===== src/rtl/lcd_seq_pkg.sv =====
// lcd_seq_pkg
// Shared types and constants for the LCD control-bus sequencer.
//   seqState_t  : sequencer state encoding (also exposed on the debug port)
//   SEL_SETUP   : control-mux select for the LCD set-up controller
//   SEL_CHARGEN : control-mux select for the character generator
// The select constants are also used by the control mux itself, so keep the
// encodings stable.
package lcd_seq_pkg;

  typedef enum logic [2:0] {
    POWERUP = 3'd0,
    SETUP   = 3'd1,
    READY   = 3'd2,
    GRANT   = 3'd3,
    GAP     = 3'd4
  } seqState_t;

  localparam logic [1:0] SEL_SETUP   = 2'd0;
  localparam logic [1:0] SEL_CHARGEN = 2'd1;

endpackage


===== src/rtl/lcd_ctrl_sequencer_if.sv =====
// lcd_ctrl_sequencer_if
// Bundles the sequencer's handshakes with the set-up controller, the
// character generator and the top level.
//   setUpDone    : set-up controller finished (pulse or level)
//   charGenReq   : char generator wants the bus (level)
//   charGenDone  : char generator finished its current command
//   reInit       : request to rerun the LCD set-up sequence
//   ctrlSel      : control-mux select (SEL_SETUP / SEL_CHARGEN)
//   setUpStart   : one-cycle start pulse to the set-up controller
//   charGenGrant : char generator owns the bus (level)
//   ready        : sequencer idle, LCD initialised, bus available
//   timeoutErr   : sticky watchdog error (LCD_SEQ_TIMEOUT_EN builds only)
// modport master : the sequencer side; modport slave : the sources / top level.
//
// Handshake semantics: charGenReq is a level the char generator holds until it
// sees charGenGrant; charGenGrant then stays high until the sequencer samples
// charGenDone, and drops the following cycle. setUpStart is a single-cycle
// pulse; setUpDone is only looked at while set-up is running, so either a
// pulse or a held level completes it.
interface lcd_ctrl_sequencer_if;

  logic       setUpDone;
  logic       charGenReq;
  logic       charGenDone;
  logic       reInit;
  logic [1:0] ctrlSel;
  logic       setUpStart;
  logic       charGenGrant;
  logic       ready;
`ifdef LCD_SEQ_TIMEOUT_EN
  logic       timeoutErr;
`endif

  modport master (
    input  setUpDone,
    input  charGenReq,
    input  charGenDone,
    input  reInit,
    output ctrlSel,
    output setUpStart,
    output charGenGrant,
    output ready
`ifdef LCD_SEQ_TIMEOUT_EN
    , output timeoutErr
`endif
  );

  modport slave (
    output setUpDone,
    output charGenReq,
    output charGenDone,
    output reInit,
    input  ctrlSel,
    input  setUpStart,
    input  charGenGrant,
    input  ready
`ifdef LCD_SEQ_TIMEOUT_EN
    , input timeoutErr
`endif
  );

endinterface


===== src/rtl/lcd_seq_delay_cnt.sv =====
// lcd_seq_delay_cnt
// Up-counter with synchronous clear and an expire flag, shared by the
// power-up wait, the inter-command gap and the watchdog.
//   clk, rst : clock, asynchronous active-high reset
//   clr      : reload the count to zero (takes priority over en)
//   en       : count this cycle
//   limit    : expire threshold
//   expired  : count has reached limit
// The count saturates once it reaches limit, so a long wait never wraps back
// below the threshold.
module lcd_seq_delay_cnt #(
  parameter int WIDTH = 4
) (
  input  logic             clk,
  input  logic             rst,
  input  logic             clr,
  input  logic             en,
  input  logic [WIDTH-1:0] limit,
  output logic             expired
);

  logic [WIDTH-1:0] count;

  assign expired = (count >= limit);

  always_ff @(posedge clk or posedge rst) begin
    if (rst) begin
      count <= '0;
    end else if (clr) begin
      count <= '0;
    end else if (en && !expired) begin
      count <= count + WIDTH'(1);
    end
  end

endmodule


===== src/rtl/lcd_ctrl_sequencer.sv =====
// lcd_ctrl_sequencer
// Owns the LCD control-bus mux select. After reset it waits POWERUP_CYCLES,
// runs the set-up controller once, then grants the bus to the character
// generator one command at a time with a GAP_CYCLES settle gap after each.
//   clk, rst : clock, asynchronous active-high reset
//   bus      : lcd_ctrl_sequencer_if.master (handshakes, ctrlSel, ready)
//   dbgState : current FSM state, for observation only
// Optional feature: define LCD_SEQ_TIMEOUT_EN to add TIMEOUT_CYCLES, the
// watchdog on SETUP/GRANT and the sticky bus.timeoutErr output. A watchdog
// expiry restarts the whole sequence from POWERUP.
module lcd_ctrl_sequencer
  import lcd_seq_pkg::*;
#(
  parameter int POWERUP_CYCLES = 750000,
  parameter int GAP_CYCLES     = 2500
`ifdef LCD_SEQ_TIMEOUT_EN
  , parameter int TIMEOUT_CYCLES = 1000000
`endif
) (
  input  logic                        clk,
  input  logic                        rst,
  lcd_ctrl_sequencer_if.master        bus,
  output seqState_t                   dbgState
);

`ifdef LCD_SEQ_TIMEOUT_EN
  localparam int WD_CYCLES = TIMEOUT_CYCLES;
`else
  localparam int WD_CYCLES = 0;
`endif
  localparam int MAX_PG     = (POWERUP_CYCLES > GAP_CYCLES) ? POWERUP_CYCLES : GAP_CYCLES;
  localparam int MAX_CYCLES = (MAX_PG > WD_CYCLES) ? MAX_PG : WD_CYCLES;
  localparam int CNT_W      = $clog2(MAX_CYCLES) + 1;

  // The counter reads 0 in the first cycle of a state. POWERUP leaves when it
  // reads POWERUP_CYCLES (reset itself counts as the first power-up cycle);
  // GAP leaves in its last cycle, so a zero-length gap still lasts one cycle.
  localparam logic [CNT_W-1:0] PWR_LIM = CNT_W'(POWERUP_CYCLES);
  localparam logic [CNT_W-1:0] GAP_LIM = (GAP_CYCLES == 0) ? '0 : CNT_W'(GAP_CYCLES - 1);
`ifdef LCD_SEQ_TIMEOUT_EN
  localparam logic [CNT_W-1:0] WD_LIM  = (TIMEOUT_CYCLES == 0) ? '0 : CNT_W'(TIMEOUT_CYCLES - 1);
`endif

  seqState_t        state;
  seqState_t        nextState;
  logic             pendReInit;
  logic             setPend;
  logic             clrPend;
  logic             cntEn;
  logic             cntExpired;
  logic [CNT_W-1:0] cntLimit;

  logic [1:0]       ctrlSelQ;
  logic             setUpStartQ;
  logic             charGenGrantQ;
  logic             readyQ;
  logic [1:0]       ctrlSelD;
  logic             setUpStartD;
  logic             charGenGrantD;
  logic             readyD;
`ifdef LCD_SEQ_TIMEOUT_EN
  logic             wdFire;
  logic             timeoutErrQ;
`endif

  // One counter serves every timed state; it restarts on each state change.
  lcd_seq_delay_cnt #(
    .WIDTH (CNT_W)
  ) uDelayCnt (
    .clk     (clk),
    .rst     (rst),
    .clr     (nextState != state),
    .en      (cntEn),
    .limit   (cntLimit),
    .expired (cntExpired)
  );

  always_comb begin
    cntEn    = 1'b0;
    cntLimit = '0;
    case (state)
      POWERUP: begin
        cntEn    = 1'b1;
        cntLimit = PWR_LIM;
      end
      GAP: begin
        cntEn    = 1'b1;
        cntLimit = GAP_LIM;
      end
`ifdef LCD_SEQ_TIMEOUT_EN
      SETUP, GRANT: begin
        cntEn    = 1'b1;
        cntLimit = WD_LIM;
      end
`endif
      default: begin
        cntEn    = 1'b0;
        cntLimit = '0;
      end
    endcase
  end

  // Next state. A matching done wins over a watchdog expiry in the same cycle.
  always_comb begin
    nextState = state;
    setPend   = 1'b0;
    clrPend   = 1'b0;
`ifdef LCD_SEQ_TIMEOUT_EN
    wdFire    = 1'b0;
`endif
    case (state)
      POWERUP: begin
        if (cntExpired) nextState = SETUP;
      end
      SETUP: begin
        if (bus.setUpDone) begin
          nextState = READY;
        end
`ifdef LCD_SEQ_TIMEOUT_EN
        else if (cntExpired) begin
          nextState = POWERUP;
          wdFire    = 1'b1;
        end
`endif
      end
      READY: begin
        if (bus.reInit || pendReInit) begin
          nextState = SETUP;
          clrPend   = 1'b1;
        end else if (bus.charGenReq) begin
          nextState = GRANT;
        end
      end
      GRANT: begin
        // A command in flight is never aborted; remember reInit for later.
        setPend = bus.reInit;
        if (bus.charGenDone) begin
          nextState = GAP;
        end
`ifdef LCD_SEQ_TIMEOUT_EN
        else if (cntExpired) begin
          nextState = POWERUP;
          wdFire    = 1'b1;
        end
`endif
      end
      GAP: begin
        setPend = bus.reInit;
        if (cntExpired) nextState = READY;
      end
      default: nextState = POWERUP;
    endcase
  end

  // Registered outputs are a function of the state being entered. ctrlSel
  // stays on the char-gen source through GAP so its last value is held.
  always_comb begin
    ctrlSelD      = SEL_SETUP;
    setUpStartD   = 1'b0;
    charGenGrantD = 1'b0;
    readyD        = 1'b0;
    if (nextState == GRANT || nextState == GAP) ctrlSelD = SEL_CHARGEN;
    if (nextState == SETUP && state != SETUP)   setUpStartD = 1'b1;
    if (nextState == GRANT)                     charGenGrantD = 1'b1;
    if (nextState == READY)                     readyD = 1'b1;
  end

  always_ff @(posedge clk or posedge rst) begin
    if (rst) begin
      state         <= POWERUP;
      pendReInit    <= 1'b0;
      ctrlSelQ      <= SEL_SETUP;
      setUpStartQ   <= 1'b0;
      charGenGrantQ <= 1'b0;
      readyQ        <= 1'b0;
    end else begin
      state         <= nextState;
      if (clrPend) begin
        pendReInit <= 1'b0;
      end else if (setPend) begin
        pendReInit <= 1'b1;
      end
      ctrlSelQ      <= ctrlSelD;
      setUpStartQ   <= setUpStartD;
      charGenGrantQ <= charGenGrantD;
      readyQ        <= readyD;
    end
  end

`ifdef LCD_SEQ_TIMEOUT_EN
  always_ff @(posedge clk or posedge rst) begin
    if (rst) begin
      timeoutErrQ <= 1'b0;
    end else if (wdFire) begin
      timeoutErrQ <= 1'b1;
    end
  end

  assign bus.timeoutErr = timeoutErrQ;
`endif

  assign bus.ctrlSel      = ctrlSelQ;
  assign bus.setUpStart   = setUpStartQ;
  assign bus.charGenGrant = charGenGrantQ;
  assign bus.ready        = readyQ;
  assign dbgState         = state;

endmodule


===== src/flat_wrapper.sv =====
// flat-port wrapper written by rule: the top's interface ports become plain ports
module lcd_ctrl_sequencer_flat import lcd_seq_pkg::*;
#(
  parameter int POWERUP_CYCLES = 750000,
  parameter int GAP_CYCLES     = 2500

)
  (clk, rst, dbgState, bus_setUpDone, bus_charGenReq, bus_charGenDone, bus_reInit, bus_ctrlSel, bus_setUpStart, bus_charGenGrant, bus_ready);
  lcd_ctrl_sequencer_if bus_i ();
  input  logic clk;
  input  logic rst;
  output seqState_t dbgState;
  input wire logic [$bits(bus_i.setUpDone)-1:0] bus_setUpDone;
  input wire logic [$bits(bus_i.charGenReq)-1:0] bus_charGenReq;
  input wire logic [$bits(bus_i.charGenDone)-1:0] bus_charGenDone;
  input wire logic [$bits(bus_i.reInit)-1:0] bus_reInit;
  output wire logic [$bits(bus_i.ctrlSel)-1:0] bus_ctrlSel;
  output wire logic [$bits(bus_i.setUpStart)-1:0] bus_setUpStart;
  output wire logic [$bits(bus_i.charGenGrant)-1:0] bus_charGenGrant;
  output wire logic [$bits(bus_i.ready)-1:0] bus_ready;
  assign bus_i.setUpDone = bus_setUpDone;
  assign bus_i.charGenReq = bus_charGenReq;
  assign bus_i.charGenDone = bus_charGenDone;
  assign bus_i.reInit = bus_reInit;
  assign bus_ctrlSel = bus_i.ctrlSel;
  assign bus_setUpStart = bus_i.setUpStart;
  assign bus_charGenGrant = bus_i.charGenGrant;
  assign bus_ready = bus_i.ready;
  lcd_ctrl_sequencer #(.POWERUP_CYCLES(POWERUP_CYCLES), .GAP_CYCLES(GAP_CYCLES)) u_core (.clk(clk), .rst(rst), .bus(bus_i), .dbgState(dbgState));
endmodule

===== config.mk =====
export PLATFORM = sky130hd
export DESIGN_NAME = lcd_ctrl_sequencer_flat
export DESIGN_NICKNAME = d
export VERILOG_FILES = /design/src/rtl/lcd_seq_pkg.sv /design/src/rtl/lcd_ctrl_sequencer_if.sv /design/src/rtl/lcd_seq_delay_cnt.sv /design/src/rtl/lcd_ctrl_sequencer.sv /design/src/flat_wrapper.sv
export SDC_FILE = /design/constraint.sdc
export NUM_CORES = 1
export LEC_CHECK = 0
export BUFFER_PORTS_ARGS = -buffer_cell sky130_fd_sc_hd__buf_4
export CAP_MARGIN = 10
export CORE_UTILIZATION = 45
export CTS_CLUSTER_DIAMETER = 60
export DETAILED_ROUTE_END_ITERATION = 10
export GPL_ROUTABILITY_DRIVEN = 0
export PLACE_DENSITY_LB_ADDON = 0.15
export RECOVER_POWER = 100
export REMOVE_ABC_BUFFERS = 1
export SYNTH_ARGS = -nofsm -noshare
export SYNTH_HDL_FRONTEND = slang
export SYNTH_SLANG_ARGS = --single-unit
export TNS_END_PERCENT = 5

===== constraint.sdc =====
create_clock -name clk -period 3.8 [get_ports clk]
set_clock_uncertainty 0.1 [all_clocks]
set_input_delay 0.76 -clock clk [delete_from_list [all_inputs] [get_ports clk]]
set_output_delay 0.76 -clock clk [all_outputs]
set_load 0.01 [all_outputs]

# After elaboration in Yosys (flattened, before gate mapping)
# Index checks and enable logic that the tools add are counted.
[op_classes]
reduce_logical = 10
n_eq_ne = 10
n_addsub = 1
n_mux = 20
magnitude_cmp = 1
[op_table]
columns = ["cell", "count"]
rows = [
  ["$mux 21", 2],
  ["$pmux 20 s2", 1],
  ["$add 21x1->21 const B", 1],
  ["$ge 21x20->1", 1],
  ["$mux 3", 6],
  ["$pmux 3 s5", 1],
  ["$eq 3x2->1 const B", 4],
  ["$mux 1", 10],
  ["$eq 3x1->1 const B", 2],
  ["$eq 3x3->1 const B", 2],
  ["$reduce_bool 2->1", 2],
  ["$reduce_or 2->1", 2],
  ["$logic_not 3->1", 1],
  ["$ne 3x1->1 const B", 1],
  ["$ne 3x3->1", 1],
  ["$logic_and 1x1->1", 2],
  ["$logic_or 1x1->1", 2],
  ["$logic_not 1->1", 1],
]
[totals]
output_inout_bits = 8
regBits = 29
inputBits = 6

# Longest topological paths before layout
[logic_depth]
depth_word = 8
depth_mapped = 13

# Modules after synthesis
# Synthesis repeated with hierarchy kept, for this count alone.
[hier_totals]
cells_unflattened = 258
area_unflattened_um2 = 2248.4
[modules_own_cells]
columns = ["mod", "area_each_um2", "seq_area_each_um2", "instances", "cells_per_inst"]
rows = [
  ["lcd_seq_delay_cnt", 1805.5, 525.5, 1, 208],
  ["lcd_ctrl_sequencer", 442.9, 200.2, 1, 50],
]

# Worst setup path before layout
# Ideal clock, no wire load.
[synth_path]
path_kind = "register to register"
from = "register u_core.state[0], in the netlist u_core.dbgState[0]"
to = "register u_core.uDelayCnt.count[11]"
slack_ps = 538
setup_time_ps = 86
stages_incl_launch_ff = 11
n_path_buf = 2
arrival_ps = 3077
cell_sequence = "dfrtp_1 clkbuf_1 or3_1 ha_1 a211o_1 a21o_1 a211oi_4 nand4_4 buf_6 or4_1 a32oi_1"
[synth_via]
elab_chain_len = 7
[synth_lines]
columns = ["element", "line", "text"]
rows = [
  ["start: declaration", "lcd_ctrl_sequencer.sv:44", "seqState_t state;"],
  ["start signal: assignment", "lcd_ctrl_sequencer.sv:177", "state <= nextState;"],
  ["$eq 3x3->1 / $logic_not 3->1 (equally long branches)", "lcd_ctrl_sequencer.sv:81, lcd_ctrl_sequencer.sv:111", ""],
  ["$pmux 20 s2", "lcd_ctrl_sequencer.sv:81", "case (state)"],
  ["$ge 21x20->1", "lcd_seq_delay_cnt.sv:24", "assign expired = (count >= limit);"],
  ["$mux 3 (on tied branches)", "lcd_ctrl_sequencer.sv:149, lcd_ctrl_sequencer.sv:113", ""],
  ["$pmux 3 s5", "lcd_ctrl_sequencer.sv:111", "case (state)"],
  ["$ne 3x3->1", "lcd_ctrl_sequencer.sv:72", ".clr (nextState != state),"],
  ["$mux 21 / $reduce_bool 2->1 (equally long branches)", "n/a", ""],
  ["end signal: assignment", "lcd_seq_delay_cnt.sv:32", "count <= count + WIDTH'(1);"],
  ["end: declaration", "lcd_seq_delay_cnt.sv:22", "logic [WIDTH-1:0] count;"],
]
# Parallel ways exist; a longest one is shown, timed or not.
# A chain may end at the register's enable or synchronous reset.

# Worst setup path in the final report
[layout_path]
from = "register u_core.state[0], in the netlist u_core.dbgState[0]"
to = "register u_core.uDelayCnt.count[13]"
# The elaborated chain is that of the path after synthesis.

==> metrics.txt <==
count of buffers inserted at the top-level ports=12; total setup buffers inserted after CTS=0; global-route wire length before repair=between 8000 and 9000 µm; clock tree from TritonCTS=yes; number of distinct library cells after synthesis=between 40 and 50; Starting DRT DRC Count=129; mean area per synthesized cell=roughly 9.5 µm²; synthesized-area fraction occupied by ao, oa, aoi and oai cells=around 24%; number of vias per cell after detailed routing=approximately 6.6; Tot GR Track Use=about 22%; CP max stage cell=or3_1; number of rows in the core area=24; final setup violation count=0; WS Path Type=flip-flop to flip-flop; sum of net half-perimeters after detailed placement=about 3500 µm; standard cell area after detailed placement=around 2100 µm²; Max Transition Viols Final=0; Hold Path Class=input pin to async pin; total placed cells including tap cells=~270; fin crit share=93.0%; maximum number of pins on one net before global-route repair=30; simple logic cell fraction of the synthesized area=23.4%; Max stage delay on crit path=between 0.5 and 0.6 ns; Routed Antenna Nets=0; Post-synth EDFFs=0; reg-to-reg slack, setup=between 0.2 and 0.3 ns; area of all sequential standard cells=about 730 µm²; main combinational cell family by area after synthesis=compound AO/OA/AOI/OAI gates; worst reg2reg path depth=9; TritonCTS buffer count=5; crit path launch type=flip-flop; part of the Yosys area used for sequential elements=between 30 and 40%; placeable core region=between 4000 and 5000 µm²; data arrival time of the critical path=3.58 ns; headroom to the max-slew limit=between 40% and 50%; highest fanout seen on the critical path=21; setup tns final=0 ns; DIE WIDTH=between 60 and 70 µm; xor and xnor area share after synthesis=less than 1%; share of the core filled with cells=slightly above 50%; power density of the placed cells=approximately 260 nW/µm²; crit end category=flip-flop; total via count in the routed design=roughly 1800; number of register bits inferred by synthesis=29; DRC errors left=0; wire length per cell=17.8 µm; number of cells upsized or downsized after cts=0; number of antenna violations at the first check in global routing=0; number of top-level pins=14; worst supply voltage drop on vdd=roughly 0.19 mV; number of fill cells in the layout=between 400 and 500; TritonCTS Sinks=29; startpoint of the worst register-to-register path=u_core.dbgState[0]; cell chosen for the clock root=clkbuf_8; gate count of the mapped netlist=214; chain of cells forming the critical path=or3_1 -> ha_1 -> or3b_1 -> o41a_1 -> o32a_2 -> nand4_1 -> a21o_1 -> clkbuf_2 -> a32oi_1; Area growth, synth to finish=8.55%; Max H-tree Level=2; non-filler cells in the finished layout=about 280; share of the synthesized area in the top cell type=between 30% and 40%; top flip-flop cell by instance count after synthesis=dfrtp_1; vias in the first global route=between 1500 and 2000; total design power=slightly below 0.6 mW; effective utilization at floorplan=46.7%; critical path buffer and inverter count=1; Final nets=around 250; required time of the critical path=about 3.9 ns; measured slew at the worst slew-check pin=roughly 0.89 ns; Post-Syn Area=about 2000 µm²; final hold violation count=0; DR pass1 iterations=5; share of synthesized cell area in full adder, half adder and majority cells=a little under a tenth; fmax=about 0.28 GHz; Min Clock Period, post-route=approximately 3.5 ns; setup repair after global routing missed its margin=false; reported max-cap violation count=0; post-synthesis mux area share=less than 1%; fraction of registers with async set or reset after synthesis=100%; family with the most delay on the worst path=simple AND/OR/NAND/NOR gates; number of buffers inserted by hold repair at cts=0; residual overflow from global routing=0; top cells by area, synth=dfrtp_1, ha_1, a32oi_1; endpoint of the lowest-slack register-to-register path=u_core.uDelayCnt.count[13]; outcome=complete, no violations; share of post-route cells with drive strength above 1=under 10%; post-detailed-routing wire length=about 4900 µm; multi-input logic area=between 1000 and 1500 µm²; antenna cell count=0; latest clock arrival within the worst-skew pair=between 0.2 and 0.3 ns; yosys warns=0; final cell area excluding filler cells=2210 µm²; Die H=approximately 69 µm; die footprint=about 4800 µm²; P_leak=slightly below 1 nW; Yosys top cell by area=dfrtp_1; clock transition at the register clock pins on the worst setup and hold paths after CTS=~0.060 ns; number of buffers on the longest clock path=2
==> cell type report <==
class	count	share of cell area, %
clock buffers	7	3.91
inverters	13	2.21
repair buffers	17	4.31
flip-flops and latches	29	32.9
multi-input cells	158	53.7
well taps	52	2.95
==> registers in the layout, indices dropped and copies added (netlist names) <==
name	count
u_core.dbgState	3
u_core.bus.charGenGrant	1
u_core.bus.ctrlSel	1
u_core.bus.ready	1
u_core.uDelayCnt.count	21
u_core.pendReInit	1
u_core.bus.setUpStart	1
==> per-stage QoR <==
| stage | setup WS, ns | hold slack [ns] |
|---|---|---|
| 3_3_place_gp | 0.461 | 0.431 |
| 2_1_floorplan | 0.383 | 0.400 |
| 3_5_place_dp | 0.319 | 0.446 |
| 5_1_grt | 0.0702 | 0.453 |
| 4_1_cts | 0.300 | 0.457 |
| 6_report | 0.267 | 0.423 |
==> synth_stat cells (2+ instances only) <==
master     n
dfrtp_1   29
a32oi_1   19
ha_1      15
nand2_1   14
o31ai_1   14
or4_1     14
inv_1     13
nand3_1   10
nor2_1     9
o21ai_0    8
buf_2      7
nand4_1    6
or3_1      6
a21oi_1    4
clkbuf_1   4
and3_1     3
a211o_1    2
a211oi_1   2
a21o_1     2
a31oi_1    2
and4_1     2
mux2i_1    2
nand2b_1   2
nor4_1     2
==> where the power goes <==
| part | switching [mW] | internal (mW) | leakage (nW) | total, mW |
|---|---|---|---|---|
| sequential | 0 | 0.309 | 0.396 | 0.309 |
| clock | 0.117 | 0.143 | 0.0443 | 0.260 |
| combinational | 0.00860 | 0.00410 | 0.536 | 0.0127 |
| total | 0.125 | 0.456 | 0.976 | 0.582 |
==> cell families after synthesis <==
kind of cell,count (synthesis)
AND/OR/NAND/NOR,78
other,1
AO/OA/AOI/OAI,61
flip-flops,29
XOR/XNOR,1
multiplexers,2
adder cells (fa/ha/maj),15
buffers and inverters,27
==> routing by layer <==
metal  vias to the layer above  track usage [%]  routed length (µm)
li1                        864                -                   -
met1                       901             29.5                2270
met2                        37             34.0                2310
met3                        13             4.80                 215
met4                         0             9.98                 112
met5                         -                0                   0
==> cells in the final DEF (no fill, tap or decap), types with 3 or more instances in the layout <==
| master | synthesis | layout |
|---|---|---|
| dfrtp_1 | 29 | 29 |
| a32oi_1 | 19 | 19 |
| ha_1 | 15 | 15 |
| nand2_1 | 14 | 14 |
| or4_1 | 14 | 14 |
| o31ai_1 | 14 | 14 |
| inv_1 | 13 | 13 |
| nand3_1 | 10 | 10 |
| nor2_1 | 9 | 9 |
| clkbuf_1 | 4 | 9 |
| o21ai_0 | 8 | 8 |
| buf_4 | 1 | 7 |
| nand4_1 | 6 | 6 |
| or3_1 | 6 | 6 |
| clkbuf_8 | 0 | 6 |
| a21oi_1 | 4 | 4 |
| and3_1 | 3 | 3 |
==> worst max-delay path by stage <==
stage / end / startpoint / slack (ns) / depth (start not counted)
6_report: u_core.uDelayCnt.count[13] / u_core.dbgState[0] / 0.27 / 9
3_3_place_gp: u_core.uDelayCnt.count[5] / u_core.dbgState[0] / 0.46 / 8
4_1_cts: u_core.uDelayCnt.count[5] / u_core.dbgState[0] / 0.30 / 8
3_5_place_dp: u_core.uDelayCnt.count[18] / u_core.dbgState[0] / 0.32 / 8
5_1_grt: u_core.uDelayCnt.count[13] / u_core.dbgState[0] / 0.07 / 9
2_1_floorplan: u_core.uDelayCnt.count[5] / u_core.dbgState[0] / 0.38 / 8
(Power assumes the default switching activity.)
